$ cat src/rtl/detector_paso.sv
// detector_paso: direction decoder for a two-sensor passage.
// BTN1 is the outer sensor (A), BTN4 the inner sensor (B). Each raw input is
// synchronised and, when DETECTOR_DEBOUNCE_EN is defined, debounced over
// DB_CYCLES samples. A 4-phase sequence FSM turns the filtered (A,B) pair into
// one-cycle ENTRADA / SALIDA pulses, or an ERROR pulse for invalid or stalled
// sequences. ESTADO exposes the registered FSM state for debug.
// Optional feature macro: DETECTOR_DEBOUNCE_EN (undefined: filtered = synchronised).
module detector_paso #(
   parameter int DB_CYCLES      = 4,
   parameter int TIMEOUT_CYCLES = 64
) (
   input  logic       CLK,
   input  logic       RST,
   input  logic       BTN1,
   input  logic       BTN4,
   output logic       ENTRADA,
   output logic       SALIDA,
   output logic       ERROR,
   output logic [2:0] ESTADO
);

   typedef enum logic [2:0] {
      IDLE     = 3'd0,
      E1       = 3'd1,
      E2       = 3'd2,
      E3       = 3'd3,
      S1       = 3'd4,
      S2       = 3'd5,
      S3       = 3'd6,
      WAIT_CLR = 3'd7
   } state_t;

   localparam int TW = $clog2(TIMEOUT_CYCLES);
   localparam logic [TW-1:0] TMAX = TW'(TIMEOUT_CYCLES - 1);

   // Reject parameter values the counters cannot represent.
   if (DB_CYCLES < 1) begin : g_bad_db
      $error("detector_paso: DB_CYCLES must be at least 1");
   end
   if (TIMEOUT_CYCLES < 2) begin : g_bad_timeout
      $error("detector_paso: TIMEOUT_CYCLES must be at least 2");
   end

   // Bit 1 carries A (BTN1), bit 0 carries B (BTN4).
   logic [1:0]    sync1;
   logic [1:0]    sync2;
   logic [1:0]    filt;
   state_t        state;
   state_t        state_nxt;
   logic [TW-1:0] tcnt;
   logic          ent_nxt;
   logic          sal_nxt;
   logic          err_nxt;
   logic          timeout;

   // Two-flop synchroniser for both raw sensor inputs.
   always_ff @(posedge CLK) begin
      if (RST) begin
         sync1 <= '0;
         sync2 <= '0;
      end else begin
         sync1 <= {BTN1, BTN4};
         sync2 <= sync1;
      end
   end

`ifdef DETECTOR_DEBOUNCE_EN
   localparam int DW = (DB_CYCLES > 1) ? $clog2(DB_CYCLES) : 1;
   localparam logic [DW-1:0] DMAX = DW'(DB_CYCLES - 1);

   logic [DW-1:0] db_cnt [2];

   // Debounce: the filtered bit follows the synchronised bit only after it has
   // differed for DB_CYCLES consecutive samples; any agreement restarts the count.
   always_ff @(posedge CLK) begin
      if (RST) begin
         filt <= '0;
         for (int i = 0; i < 2; i++) db_cnt[i] <= '0;
      end else begin
         for (int i = 0; i < 2; i++) begin
            if (sync2[i] == filt[i]) begin
               db_cnt[i] <= '0;
            end else if (db_cnt[i] == DMAX) begin
               filt[i]   <= sync2[i];
               db_cnt[i] <= '0;
            end else begin
               db_cnt[i] <= db_cnt[i] + 1'b1;
            end
         end
      end
   end
`else
   // Without debouncing the FSM sees the synchroniser output directly.
   assign filt = sync2;
`endif

   // State, registered pulses and the stall timer.
   always_ff @(posedge CLK) begin
      if (RST) begin
         state   <= IDLE;
         tcnt    <= '0;
         ENTRADA <= 1'b0;
         SALIDA  <= 1'b0;
         ERROR   <= 1'b0;
      end else begin
         state   <= state_nxt;
         ENTRADA <= ent_nxt;
         SALIDA  <= sal_nxt;
         ERROR   <= err_nxt;
         if (state_nxt != state || state == IDLE || state == WAIT_CLR)
            tcnt <= '0;
         else
            tcnt <= tcnt + 1'b1;
      end
   end

   // Next-state and pulse decode from the filtered (A,B) pair.
   always_comb begin
      state_nxt = state;
      ent_nxt   = 1'b0;
      sal_nxt   = 1'b0;
      err_nxt   = 1'b0;
      timeout   = 1'b0;
      case (state)
         IDLE: begin
            case (filt)
               2'b10: state_nxt = E1;
               2'b01: state_nxt = S1;
               2'b11: begin state_nxt = WAIT_CLR; err_nxt = 1'b1; end
               default: state_nxt = IDLE;
            endcase
         end
         E1: begin
            case (filt)
               2'b11: state_nxt = E2;
               2'b00: state_nxt = IDLE;
               2'b01: begin state_nxt = WAIT_CLR; err_nxt = 1'b1; end
               default: state_nxt = E1;
            endcase
         end
         E2: begin
            case (filt)
               2'b01: state_nxt = E3;
               2'b10: state_nxt = E1;
               2'b00: begin state_nxt = WAIT_CLR; err_nxt = 1'b1; end
               default: state_nxt = E2;
            endcase
         end
         E3: begin
            case (filt)
               2'b00: begin state_nxt = IDLE; ent_nxt = 1'b1; end
               2'b11: state_nxt = E2;
               2'b10: begin state_nxt = WAIT_CLR; err_nxt = 1'b1; end
               default: state_nxt = E3;
            endcase
         end
         S1: begin
            case (filt)
               2'b11: state_nxt = S2;
               2'b00: state_nxt = IDLE;
               2'b10: begin state_nxt = WAIT_CLR; err_nxt = 1'b1; end
               default: state_nxt = S1;
            endcase
         end
         S2: begin
            case (filt)
               2'b10: state_nxt = S3;
               2'b01: state_nxt = S1;
               2'b00: begin state_nxt = WAIT_CLR; err_nxt = 1'b1; end
               default: state_nxt = S2;
            endcase
         end
         S3: begin
            case (filt)
               2'b00: begin state_nxt = IDLE; sal_nxt = 1'b1; end
               2'b11: state_nxt = S2;
               2'b01: begin state_nxt = WAIT_CLR; err_nxt = 1'b1; end
               default: state_nxt = S3;
            endcase
         end
         default: begin
            // WAIT_CLR: hold until both sensors are released.
            if (filt == 2'b00) state_nxt = IDLE;
         end
      endcase
      // A sequence that has not moved for TIMEOUT_CYCLES cycles is aborted.
      if (state != IDLE && state != WAIT_CLR && state_nxt == state && tcnt == TMAX)
         timeout = 1'b1;
      if (timeout) begin
         state_nxt = WAIT_CLR;
         err_nxt   = 1'b1;
      end
   end

   assign ESTADO = state;

endmodule

$ cat config.mk
export PLATFORM = sky130hd
export DESIGN_NAME = detector_paso
export DESIGN_NICKNAME = d
export VERILOG_FILES = /design/src/rtl/detector_paso.sv
export SDC_FILE = /design/constraint.sdc
export NUM_CORES = 1
export LEC_CHECK = 0
export CAP_MARGIN = 5
export CORE_ASPECT_RATIO = 1.25
export CORE_MARGIN = 2
export CORE_UTILIZATION = 40
export CTS_BUF_LIST = sky130_fd_sc_hd__clkbuf_8
export CTS_CLUSTER_DIAMETER = 150
export DETAILED_ROUTE_END_ITERATION = 6
export PLACE_DENSITY = 0.68
export SYNTH_ARGS = -nofsm -noshare
export SYNTH_HDL_FRONTEND = slang
export SYNTH_SLANG_ARGS = --single-unit
$ cat constraint.sdc
create_clock -name CLK -period 2.6 [get_ports CLK]
set_input_delay 0.52 -clock CLK [delete_from_list [all_inputs] [get_ports CLK]]
set_output_delay 0.52 -clock CLK [all_outputs]
set_load 0.02 [all_outputs]
Yosys cells after proc, flatten, opt, wreduce, memory -nomap -nowiden
Index checks and enable logic that the tools add are counted.
{"block": "word_totals", "ff_bits": 16, "wordCells": 55, "out_inout_bits": 6}
{"block": "op_classes", "n_addsub": 1, "muxes": 17, "n_eq_ne": 14, "reduce_logical": 14, "n_bitwise": 2}
{"op": "3-bit case mux with 3 select lines", "count": 6}
{"op": "3-bit case mux with 7 select lines", "count": 1}
{"op": "3-bit equality test, second input constant", "count": 4}
{"op": "2-bit OR reduction", "count": 6}
{"op": "6-bit by 1-bit adder with 6-bit output, second input constant", "count": 1}
{"op": "3-bit by 2-bit equality test with 1-bit output, second input constant", "count": 2}
{"op": "6-bit equality test, second input constant", "count": 1}
{"op": "1-bit two-way mux", "count": 6}
{"op": "3-bit two-way mux", "count": 2}
{"op": "2-bit case mux with 3 select lines", "count": 1}
{"op": "2-bit equality test, second input constant", "count": 2}
{"op": "1-bit case mux with 4 select lines", "count": 1}
{"op": "3-bit by 1-bit equality test with 1-bit output, second input constant", "count": 1}
{"op": "3-bit equality test", "count": 1}
{"op": "1-bit logical AND", "count": 3}
{"op": "3-bit zero test", "count": 1}
{"op": "3-bit != test", "count": 1}
{"op": "3-bit != test, second input constant", "count": 1}
{"op": "3-bit nonzero test", "count": 1}
{"op": "2-bit by 1-bit equality test with 1-bit output, second input constant", "count": 1}
{"op": "2-bit zero test", "count": 1}
{"op": "1-bit logical OR", "count": 2}
{"op": "1-bit inverter", "count": 2}

Depth between registers and ports, before layout
Gate-level depths: netlist of the first run.
{"block": "logic_depth", "depth_word": 12, "mapped_depth": 7, "depth_no_buf": 7}

Worst setup path after synthesis of the first run
OpenSTA, ideal clock, no wires.
{"block": "synth_timing", "kind": "reg-to-reg", "startpoint": "reg sync2[0], in the netlist filt[0]", "endpoint": "reg ERROR", "setup_ns": 0.132, "period_less_slack_ns": 1.861, "required_ns": 2.468, "setup_slack_ns": 0.739, "arrival_ns": 1.729, "path_stages_with_launch": 7, "cell_sequence": "dfxtp_1 > inv_1 > ha_1 > or4_4 > and2_4 > a32oi_4 > o22ai_1"}
{"block": "synth_via", "elab_chain_len": 8, "word_cells_on_any_way": 23}
{"element": "start, declared", "line_no": "46", "rtl": "logic [1:0] sync2;"}
{"element": "start signal, assigned", "line_no": "63", "rtl": "sync2 <= sync1;"}
{"element": "2-bit by 1-bit equality test with 1-bit output, or another cell as far along"}
{"element": "3-bit case mux with 3 select lines, or another cell as far along", "line_no": "174", "rtl": "case (filt)"}
{"element": "3-bit case mux with 7 select lines", "line_no": "124", "rtl": "case (state)"}
{"element": "3-bit equality test", "line_no": "187", "rtl": "if (state != IDLE && state != WAIT_CLR && state_nxt == state && tcnt == TMAX)"}
{"element": "1-bit logical AND (2 in series)", "line_no": "187"}
{"element": "1-bit two-way mux", "line_no": "187"}
{"element": "1-bit two-way mux *", "line_no": "189", "rtl": "if (timeout) begin"}
{"element": "end signal, assigned", "line_no": "109", "rtl": "ERROR <= err_nxt;"}
{"element": "end, declared", "line_no": "18", "rtl": "output logic ERROR,"}
Mark *: on every way between the ends. The rest lies on a longest branch, timed or not.
A chain may end at the register's enable or synchronous reset.

Worst setup path in the final report of the first run
{"block": "layout_timing", "startpoint": "reg state[2], in the netlist ESTADO[2]", "endpoint": "out ESTADO[2]"}
{"element": "start, declared", "line_no": "48", "rtl": "state_t state;"}
{"element": "start signal, assigned", "line_no": "106", "rtl": "state <= state_nxt;"}
{"element": "end, declared", "line_no": "19", "rtl": "output logic [2:0] ESTADO"}
No word-level cell between the ends.

==> results by group, run 1 <==
Route
  • Top layer in use: met4
  • DR pass1 iterations: 4
  • Post-route ant nets: 0
  • DR iter-0 viols: 35
  • DR WL met3: 108 um
  • DRC Markers: 0
  • Vias: 933
  • Wire per inst: 14.4 um
  • Met2 wire len: 1.17 mm
  • M1 WL: 1.03 mm
  • Drt via density: 5.72
  • DRT Wirelength: 2.35 mm

Floorplanning
  • Core box area: 2680 um2
  • Die Span X: 51.3 um
  • Starting density of the core: 0.418
  • Die area: 3240 um2
  • Row count: 21
  • Die Ht: 63.2 um
  • IO Pins: 10

Run status
  • Status: complete, no violations

Clock network
  • Clk buf depth: 2
  • Sink Count: 16
  • H-tree depth: 1
  • CTS root buffer: clkbuf_8
  • Cts hold-fix bufs: 0
  • Skew-Pair Late Insertion Delay: 250 ps
  • Clock slew at reported path FFs: 60 ps
  • Post-CTS setup buffers: 0
  • TritonCTS buffer count: 3
  • TritonCTS clock tree: built
  • Cts repair resizes: 0

Worst setup path
  • Slowest CP cell: dfxtp_1
  • Critical path's largest stage delay: 810 ps
  • Critical path's top delay family: flip-flops
  • Worst Path Buf+Inv: 1
  • Critical Path Source Type: register
  • Critical Path, Cell by Cell: clkdlybuf4s50_1
  • Arr. time, crit path: 1810 ps
  • Crit end category: output pin
  • Critical path type: reg -> out
  • Worst EP required: 2080 ps
  • Crit-path max FO: 22

Place
  • Placed Area: 1210 um2
  • Detail Placement HPWL: 1.74 mm
  • IO Port Bufs: 9
  • Pre-CTS WS: 544 ps
  • Gpl congestion: 0.899

STA
  • Clk_skew: 3.30 ps
  • Final setup vio count: 0
  • Max-slew headroom: 0.490
  • Crit path time final: 2330 ps
  • Final Max Tran Viols: 0
  • Period Utilization, post-route: 0.895
  • Setup tns final: 0 ps
  • Max Clk Rate: 0.430 GHz
  • Unrepaired setup endpoints after global routing: false
  • Final hold slack: 455 ps
  • Post-route setup slack: 274 ps
  • Fin. Hold Viols: 0
  • Worst-margin pin slew: 764 ps

Global route
  • Vias in the first global route: 849
  • Global route total overflow: 0
  • Global-route wire length before repair: 3.83 mm
  • Pin count of the biggest net entering global routing: 23
  • Total track usage: 0.157
  • Initial antenna violation count: 0

Synth
  • Net Count, Synth: 135
  • Adder-cell area share of the yosys netlist: 0.101
  • Post-synthesis mux area share: 0.0536
  • Distinct cells, synth: 45
  • Post-Synth Simple-Gate Area: 0.215
  • Syn Area/Cell: 9.18 um2
  • Synthesized area: 1120 um2
  • Asr flop ratio synth: 0
  • Ys flop type: dfxtp_1
  • Register bit total from synthesis: 16
  • Synth warn: 0
  • Largest family of logic cells by synthesized area: compound AO/OA/AOI/OAI gates
  • Compound-Gate Fraction of Synth Area: 0.254
  • Register area share after synthesis: 0.286
  • Gate Count Post-Synth: 122
  • Number of flops mapped to enable cells by yosys: 0
  • Xor/xnor cell area share of the yosys netlist: 0.0391

Power and ir drop
  • Lkg Pwr: 0.454 nW
  • Clock power share: 0.374
  • P_int: 0.433 mW
  • Max VDD drop: 0.420 mV
  • Power per standard cell area: 467 nW/um2
  • Seq pwr share: 0.457
  • Psw: 0.159 mW
  • Switching Share: 0.269
  • Final Power: 0.592 mW
  • Comb power frac: 0.169

Finish
  • Final cell area excluding filler cells: 1270 um2
  • # diodes: 0
  • Proportion of layout cells with a drive suffix above 1: 0.124
  • Area growth, synth to finish: 13.2%
  • Nets@finish: 143

Flow run
  • Max cap viols: 0

Worst hold path
  • Hold crit path type: reg -> reg
## through the flow
| stage | util | std cells |
|---|---|---|
| 2_1_floorplan | - | 122 |
| 3_3_place_gp | 0.452 | 159 |
| 3_5_place_dp | 0.452 | 159 |
| 4_1_cts | 0.473 | 163 |
| 5_1_grt | 0.473 | 163 |
| 6_report | 0.473 | 163 |
## routing by layer
metal / GRT usage / vias to the layer above
li1: - / 461
met1: 0.183 / 426
met2: 0.268 / 38
met3: 0.0355 / 8
met4: 0.0691 / 0
met5: 0 / -
## cell usage after synthesis, drive strengths merged, types with 2 or more instances
library cell | number | area share
mux2i | 6 | 0.054
nor3 | 5 | 0.022
o21bai | 2 | 0.013
nor2b | 6 | 0.034
a211oi | 5 | 0.038
o22ai | 4 | 0.028
ha | 9 | 0.10
o31ai | 3 | 0.020
nand2 | 7 | 0.023
and3 | 2 | 0.011
xnor2 | 2 | 0.016
dfxtp | 16 | 0.29
buf | 5 | 0.032
a211o | 2 | 0.016
nor2 | 4 | 0.013
nand3 | 8 | 0.045
o21ai | 3 | 0.013
or2 | 2 | 0.011
nand3b | 2 | 0.013
xor2 | 3 | 0.023
inv | 5 | 0.017
a21oi | 5 | 0.022
o211ai | 2 | 0.013
## flip-flops by register name, summed over array words and instances (netlist names)
signal and flops:
ENTRADA 1, ERROR 1, ESTADO 3, SALIDA 1, filt 2, sync1 2
tcnt 6
## cells by family after synthesis
| family | Yosys count |
|---|---|
| AND/OR/NAND/NOR | 41 |
| AO/OA/AOI/OAI | 34 |
| flip-flops | 16 |
| buffers and inverters | 11 |
| adder cells (fa/ha/maj) | 9 |
| multiplexers | 6 |
| XOR/XNOR | 5 |
## layout by cell type, fill, tap and decap left out, types with 3 or more instances in the layout
cell             netlist  final
clkdlybuf4s50_1        0      9
xor2_1                 3      3
o22ai_1                3      3
o31ai_1                3      3
nor2_1                 4      4
dfxtp_1               16     16
a21oi_1                5      5
inv_1                  3      3
nor2b_1                6      6
a211oi_1               4      4
clkbuf_8               0      4
mux2i_1                6      6
nor3_1                 5      5
nand3_1                6      6
ha_1                   9      9
nand2_1                7      7
## power groups by stage
| stage | clock (mW) | combinational [mW] | sequential [mW] |
|---|---|---|---|
| floorplan | 0 | 0.0864 | 0.267 |
| global placement | 0 | 0.0972 | 0.275 |
| detailed placement | 0 | 0.0991 | 0.276 |
| CTS | 0.222 | 0.0994 | 0.270 |
| global route | 0.230 | 0.108 | 0.273 |
| finish | 0.221 | 0.100 | 0.271 |
## worst paths after layout
check | from | slack (ps) | to | depth (start not counted)
setup reg to reg | ESTADO[0] | 520 | tcnt[2] | 5
hold reg to reg | sync1[1] | 450 | filt[1] | 1
setup / recovery | ESTADO[2] | 270 | ESTADO[2] | 1
hold / removal | sync1[1] | 450 | filt[1] | 1
## area by class of cell
type,count,area [um2]
clock buffers,4,55.1
flip-flops and latches,16,320
fillers,268,1410
inverters,5,18.8
repair buffers,9,90.1
well taps,34,42.5
multi-input cells,95,741
Note: power is estimated with default switching activity, not from simulation.
==> inputs of run 2 (changes only) <==
--- a/config.mk
+++ b/config.mk
@@ -13,6 +13,7 @@
 export CTS_CLUSTER_DIAMETER = 150
 export DETAILED_ROUTE_END_ITERATION = 6
 export PLACE_DENSITY = 0.68
+export RECOVER_POWER = 100
 export SYNTH_ARGS = -nofsm -noshare
 export SYNTH_HDL_FRONTEND = slang
 export SYNTH_SLANG_ARGS = --single-unit
==> results by group, run 2 (synthesis gave the netlist of run 1 again) <==
Route
  • Vias: 960
  • DR iter-0 viols: 41
  • Drt via density: 5.89
  • Wire per inst: 14.4 um
  • DRC Markers: 0
  • Post-route ant nets: 0
  • DRT Wirelength: 2.35 mm
  • DR pass1 iterations: 4

Clock network
  • Skew-Pair Late Insertion Delay: 250 ps
  • Sink Count: 16
  • CTS root buffer: clkbuf_8
  • H-tree depth: 1
  • Cts hold-fix bufs: 0
  • Clock slew at reported path FFs: 60 ps
  • TritonCTS clock tree: built
  • Clk buf depth: 2
  • Post-CTS setup buffers: 0
  • TritonCTS buffer count: 3
  • Cts repair resizes: 0

Global route
  • Total track usage: 0.157
  • Initial antenna violation count: 0
  • Global route total overflow: 0
  • Pin count of the biggest net entering global routing: 23
  • Global-route wire length before repair: 3.83 mm
  • Vias in the first global route: 849

STA
  • Final setup vio count: 0
  • Worst-margin pin slew: 755 ps
  • Final Max Tran Viols: 0
  • Final hold slack: 455 ps
  • Setup tns final: 0 ps
  • Max Clk Rate: 0.425 GHz
  • Max-slew headroom: 0.496
  • Period Utilization, post-route: 0.905
  • Clk_skew: 3.16 ps
  • Post-route setup slack: 248 ps
  • Unrepaired setup endpoints after global routing: false
  • Crit path time final: 2350 ps
  • Fin. Hold Viols: 0

Place
  • Gpl congestion: 0.899
  • Pre-CTS WS: 544 ps
  • Detail Placement HPWL: 1.74 mm
  • IO Port Bufs: 9

Worst setup path
  • Arr. time, crit path: 1830 ps
  • Crit-path max FO: 22
  • Crit end category: output pin
  • Critical path's largest stage delay: 810 ps
  • Critical path's top delay family: flip-flops
  • Critical Path Source Type: register
  • Worst Path Buf+Inv: 1
  • Critical path type: reg -> out
  • Critical Path, Cell by Cell: dlygate4sd3_1
  • Slowest CP cell: dfxtp_1
  • Worst EP required: 2080 ps

Finish
  • Nets@finish: 143
  • Commonest cells after routing, fill and taps aside: 16 x dfxtp_1, 9 x ha_1, 7 x nand3_1, 7 x nand2_1, 7 x dlygate4sd3_1
  • Proportion of layout cells with a drive suffix above 1: 0.0853
  • Most common cell after layout, fill and taps aside: dfxtp_1
  • Biggest register: tcnt
  • Max FFs per register: 6
  • # diodes: 0
  • Area growth, synth to finish: 9.27%

Floorplanning
  • Die area: 3240 um2
  • Core box area: 2680 um2
  • Die Span X: 51.3 um
  • Starting density of the core: 0.418
  • IO Pins: 10
  • Row count: 21
  • Die Ht: 63.2 um

Power and ir drop
  • Max VDD drop: 0.421 mV
  • Power per standard cell area: 475 nW/um2
  • Lkg Pwr: 0.470 nW

Worst hold path
  • Hold crit path type: reg -> reg

Flow run
  • Max cap viols: 0

Run status
  • Status: complete, no violations
[run 2: changes by cell type in the layout (fill, tap and decap cells not counted), sizes merged]
cell | before | now
clkdlybuf4s50 | 9 | 2
dlygate4sd3 | 0 | 7
[run 2: metal layers]
layer | vias to the layer above | share of wire | GRT usage
li1 | 463 | - | -
met2 | 35 | 0.49 | 0.268
met3 | 11 | 0.039 | 0.0355
met4 | 0 | 0.031 | 0.0691
met1 | 451 | 0.44 | 0.183
met5 | - | 0 | 0
[run 2: final timing paths]
path                            startpoint   endpoint  slack (ps)  depth (start not counted)
worst max-delay path             ESTADO[2]  ESTADO[2]         250                          1
worst min-delay path              sync1[1]    filt[1]         450                          1
worst max register to register     filt[0]      ERROR         290                          7
worst min register to register    sync1[1]    filt[1]         450                          1
[run 2: cell type report]
class	instances	area, um2
fillers	273	1460
repair buffers	9	90.1
clock buffers	4	55.1
multi-input cells	95	697
inverters	5	18.8
flip-flops and latches	16	320
well taps	34	42.5
[run 2: stage by stage]
step | instances | cell area [um2] | power (mW) | util
global route | 163 | 1220 | 0.599 | 0.457
global placement | 159 | 1210 | 0.372 | 0.452
CTS | 163 | 1270 | 0.592 | 0.473
detailed placement | 159 | 1210 | 0.375 | 0.452
finish | 163 | 1220 | 0.581 | 0.457
floorplan | 122 | 1120 | 0.353 | -
[run 2: where the power goes]
| group | switching [mW] | internal (mW) |
|---|---|---|
| combinational | 0.0491 | 0.0399 |
| sequential | 0.0178 | 0.252 |
| clock | 0.0872 | 0.134 |
| total | 0.154 | 0.427 |
